`src/rtl/cpu_rx_buffer.sv`:
```
`default_nettype none
// cpu_rx_buffer: four-phase nibble receiver with a send synchroniser. It pairs nibbles
// into bytes, queues them in a DEPTH-entry FIFO and offers them on a valid/ready port.
module cpu_rx_buffer #(
    parameter int DEPTH = 4,
    parameter int CNT_W = 3
) (
    input  logic             clk,
    input  logic             rst,
    input  logic             send,
    input  logic [3:0]       data,
    output logic             ack,
    output logic [7:0]       byte_out,
    output logic             byte_valid,
    input  logic             byte_ready,
    output logic [CNT_W-1:0] count,
    output logic             half
);

    localparam int               PTR_W    = $clog2(DEPTH);
    localparam logic [CNT_W-1:0] FULL_CNT = CNT_W'(DEPTH);
    localparam logic [0:0]       IDLE     = 1'b0;
    localparam logic [0:0]       ACKING   = 1'b1;

    logic             s1_q;
    logic             s2_q;
    logic [0:0]       state_q;
    logic [0:0]       state_d;
    logic             half_q;
    logic             half_d;
    logic [3:0]       lo_q;
    logic [3:0]       lo_d;
    logic [7:0]       mem_q [DEPTH];
    logic [PTR_W-1:0] wr_ptr_q;
    logic [PTR_W-1:0] rd_ptr_q;
    logic [CNT_W-1:0] count_q;
    logic [CNT_W-1:0] count_d;
    logic             capture;
    logic             push;
    logic             pop;

    // A pending high nibble is only taken when the FIFO has room; otherwise ack is withheld.
    always_comb begin
        capture = (state_q == IDLE) && s2_q && (!half_q || (count_q < FULL_CNT));
        push    = capture && half_q;
        pop     = (count_q != '0) && byte_ready;

        state_d = state_q;
        half_d  = half_q;
        lo_d    = lo_q;
        case (state_q)
            IDLE: begin
                if (capture) begin
                    state_d = ACKING;
                    half_d  = !half_q;
                    if (!half_q) begin
                        lo_d = data;
                    end
                end
            end
            default: begin
                if (!s2_q) begin
                    state_d = IDLE;
                end
            end
        endcase

        count_d = count_q;
        case ({push, pop})
            2'b10:   count_d = count_q + CNT_W'(1);
            2'b01:   count_d = count_q - CNT_W'(1);
            default: count_d = count_q;
        endcase
    end

    always_ff @(posedge clk or negedge rst) begin
        if (!rst) begin
            s1_q     <= 1'b0;
            s2_q     <= 1'b0;
            state_q  <= IDLE;
            half_q   <= 1'b0;
            lo_q     <= 4'h0;
            wr_ptr_q <= '0;
            rd_ptr_q <= '0;
            count_q  <= '0;
            for (int i = 0; i < DEPTH; i++) begin
                mem_q[i] <= 8'h00;
            end
        end else begin
            s1_q    <= send;
            s2_q    <= s1_q;
            state_q <= state_d;
            half_q  <= half_d;
            lo_q    <= lo_d;
            count_q <= count_d;
            if (push) begin
                mem_q[wr_ptr_q] <= {data, lo_q};
                wr_ptr_q        <= wr_ptr_q + PTR_W'(1);
            end
            if (pop) begin
                rd_ptr_q <= rd_ptr_q + PTR_W'(1);
            end
        end
    end

    assign ack        = (state_q == ACKING);
    assign half       = half_q;
    assign count      = count_q;
    assign byte_valid = (count_q != '0);
    assign byte_out   = mem_q[rd_ptr_q];

endmodule
`default_nettype wire
```
`config.mk`:
```
export PLATFORM = sky130hd
export DESIGN_NAME = cpu_rx_buffer
export DESIGN_NICKNAME = d
export VERILOG_FILES = /design/src/rtl/cpu_rx_buffer.sv
export SDC_FILE = /design/constraint.sdc
export NUM_CORES = 1
export LEC_CHECK = 0
export CORE_MARGIN = 4
export CORE_UTILIZATION = 50
export CTS_CLUSTER_DIAMETER = 50
export DETAILED_ROUTE_END_ITERATION = 12
export PLACE_DENSITY = 0.77
export REMOVE_ABC_BUFFERS = 1
export SETUP_SLACK_MARGIN = 0.05
export SYNTH_ARGS = -nofsm -noshare
export SYNTH_HDL_FRONTEND = slang
export SYNTH_SLANG_ARGS = --single-unit
```
`constraint.sdc`:
```
create_clock -name clk -period 1.8 [get_ports clk]
set_input_delay 0.27 -clock clk [delete_from_list [all_inputs] [get_ports clk]]
set_output_delay 0.27 -clock clk [all_outputs]
set_load 0.02 [all_outputs]
```
==> impl_metrics.json <==
{
  "grt_max_degree": 25,
  "via_per_inst": 5.28,
  "die_area_um2": 5350,
  "rows": 23,
  "max_freq_mhz": 554,
  "cts_buffers": 5,
  "slew_headroom_pct": 64.5,
  "arrival_ns": 2.03,
  "slew_viol_final": 0,
  "violations": "setup timing",
  "syn-instance-count": 130,
  "htreeDepth": 2,
  "nets": 185,
  "path_clk_slew_ns": 0.09,
  "drcViolationCount": 0,
  "cp_max_fo": 3,
  "initial_core_util_pct": 52.2,
  "post-route-period-util_pct": 100,
  "core-area_um2": 4060,
  "antenna_cells": 0,
  "worst_pin_slew_ns": 0.533,
  "grt_pass1_vias": 1347,
  "io_buffers": 21,
  "firstDrtPassIters": 4,
  "p_leak_nw": 1.16,
  "synth_area_um2": 2120,
  "gp_congestion": 0.685,
  "power-per-cell-area_nw_per_um2": 1860,
  "max-cap-violations": 0,
  "clk_path_buf_depth": 2,
  "reg2reg_from": "count[2]",
  "cts_tree": "done",
  "placed_cell_area_um2": 2440,
  "holdCritPathClass": "flip-flop to flip-flop",
  "setup.worst_path.class": "flip-flop to flip-flop",
  "pre_cts_ws_ns": -0.213,
  "hold_viol_final": 0,
  "antenna_found_initial": 0,
  "ys_ff_latch": 47,
  "end_kind": "flip-flop",
  "setup_viol": 1,
  "die_y_um": 73.1,
  "ant_nets": 0,
  "drtIter0Drc": 46,
  "worst_ep_required_time_ns": 2.02,
  "min_delay_worst_endpoint": "s2_q",
  "wire_per_inst_um": 17.7,
  "vdd_drop_max_mv": 1.20,
  "critPathLaunchType": "flip-flop",
  "min_period_ns": 1.80,
  "num_vias": 1167,
  "cts_root_buf": "clkbuf_8",
  "yosysSeqAreaShare_pct": 55.5,
  "dp_hpwl_um": 2670,
  "cts.sinks": 47,
  "finClkSkew_ns": 0.00681,
  "yosys_warnings": 0,
  "status": "complete, but fails checks",
  "grt_pass1_wl_um": 6600,
  "setup_slack_ns": -0.00396,
  "rsz0062_at_grt": "yes",
  "utilization_pct": 63.9,
  "clk_latency_ns": 0.30,
  "drive_gt1_share_pct": 51.5,
  "ioPinCount": 22,
  "grt_usage_pct": 17.1,
  "hold_start": "s1_q",
  "syn_avg_cell_area_um2": 16.3,
  "syn_to_final_growth_pct": 22.3,
  "timing.rr.end": "count[2]",
  "r2r_cells": 8,
  "worst-r2r-setup-slack_ns": -0.004,
  "gr-total-overflow": 0,
  "die_x_um": 73.1,
  "synth.distinct_cells": 23,
  "fin_area_um2": 2590,
  "routed_wl_um": 3900,
  "hold_depth": 0
}
==> cell usage after synthesis <==
| cell type | number | area (µm²) |
|---|---|---|
| dfrtp_1 | 47 | 1180 |
| mux2_2 | 34 | 383 |
| inv_1 | 8 | 30.0 |
| mux4_2 | 8 | 180 |
| ha_1 | 5 | 62.6 |
| nand2_8 | 4 | 80.1 |
| xnor2_1 | 3 | 26.3 |
| xor2_1 | 3 | 26.3 |
| mux2_4 | 2 | 30.0 |
| nand2_1 | 2 | 7.51 |
| nor2_1 | 2 | 7.51 |
| a21oi_1 | 1 | 5.00 |
| a31oi_1 | 1 | 6.26 |
| and4bb_2 | 1 | 12.5 |
| buf_1 | 1 | 3.75 |
| buf_12 | 1 | 20.0 |
| buf_2 | 1 | 5.00 |
| fa_1 | 1 | 20.0 |
| mux2i_1 | 1 | 10.0 |
| nor3_1 | 1 | 5.00 |
| o21ai_0 | 1 | 5.00 |
| o31a_2 | 1 | 10.0 |
| or3_2 | 1 | 7.51 |
==> state kept, by name, summed over array words and instances (netlist names) <==
| signal | count |
|---|---|
| lo_q | 4 |
| s2_q | 1 |
| rd_ptr_q | 2 |
| ack | 1 |
| mem_q | 32 |
| half | 1 |
| s1_q | 1 |
| wr_ptr_q | 2 |
| count | 3 |
==> through the flow <==
| step | total power, mW | hold slack [ns] | setup TNS (ns) | instances |
|---|---|---|---|---|
| after floorplan | 3.28 | -0.0256 | -0.667 | 127 |
| after global placement | 4.03 | 0.269 | -0.235 | 209 |
| after detailed placement | 4.17 | 0.283 | -0.386 | 209 |
| after CTS | 4.70 | 0.374 | 0 | 221 |
| after global routing | 5.14 | 0.380 | -0.280 | 221 |
| final | 4.83 | 0.370 | -0.00396 | 221 |
==> power by group <==
group	internal [mW]	switching (mW)	total (mW)
Combinational	1.30	0.994	2.30
Sequential	1.55	0.347	1.90
Clock	0.302	0.340	0.642
==> metal layers <==
metal	vias up	track usage [%]	routed length (µm)
li1	540	-	-
met1	598	21.0	1670
met2	24	28.7	2010
met3	5	4.68	165
met4	0	6.15	60
met5	-	0	0
==> layout make-up <==
type                            count  area, µm²
Clock buffer                        6       82.6
Clock inverter                      1       5.00
Fill cell                         283       1470
Inverter                            8       30.0
Multi-Input combinational cell     72        911
Sequential cell                    47       1180
Tap cell                           50       62.6
Timing Repair Buffer               37        324
==> layout by cell type (no fill, tap or decap), drive strengths merged, types with 2 or more instances in the layout <==
cell type	n
inv	8
clkdlybuf4s50	10
dfrtp	47
xnor2	3
nand2	6
mux4	8
nor2	2
mux2	36
ha	5
buf	25
clkbuf	6
xor2	3
==> worst max-delay path, stage by stage, from the launching register on <==
cell	delay, ns
dfrtp_1	0.41
and4bb_2	0.28
inv_2	0.07
ha_4	0.13
inv_2	0.04
fa_2	0.33
xor2_1	0.17
nor2_1	0.13
xor2_1	0.18
==> kinds of logic after synthesis <==
family / share of synthesized area, %
fa+ha+maj: 3.90
compound gates: 1.24
buf+inv: 2.77
mux: 28.5
simple gates: 5.67
xor+xnor: 2.48
flops: 55.5
==> worst max path at each step <==
| stage | from | endpoint | depth (start not counted) |
|---|---|---|---|
| floorplan | count[2] | count[2] | 8 |
| global placement | byte_ready | count[2] | 8 |
| detailed placement | byte_ready | count[2] | 8 |
| CTS | count[2] | byte_valid | 3 |
| global route | count[2] | count[2] | 8 |
| finish | count[2] | count[2] | 8 |
==> repair_timing <==
action / CTS / global route
pin swaps: 2 / 5
setup endpoints to repair: 10 / 12
hold endpoints to repair: 22 / 0
hold buffers: 1 / 0
resized for setup: 38 / 19
buffers inserted: 4 / 0
Power figures use the tool's default switching activity.
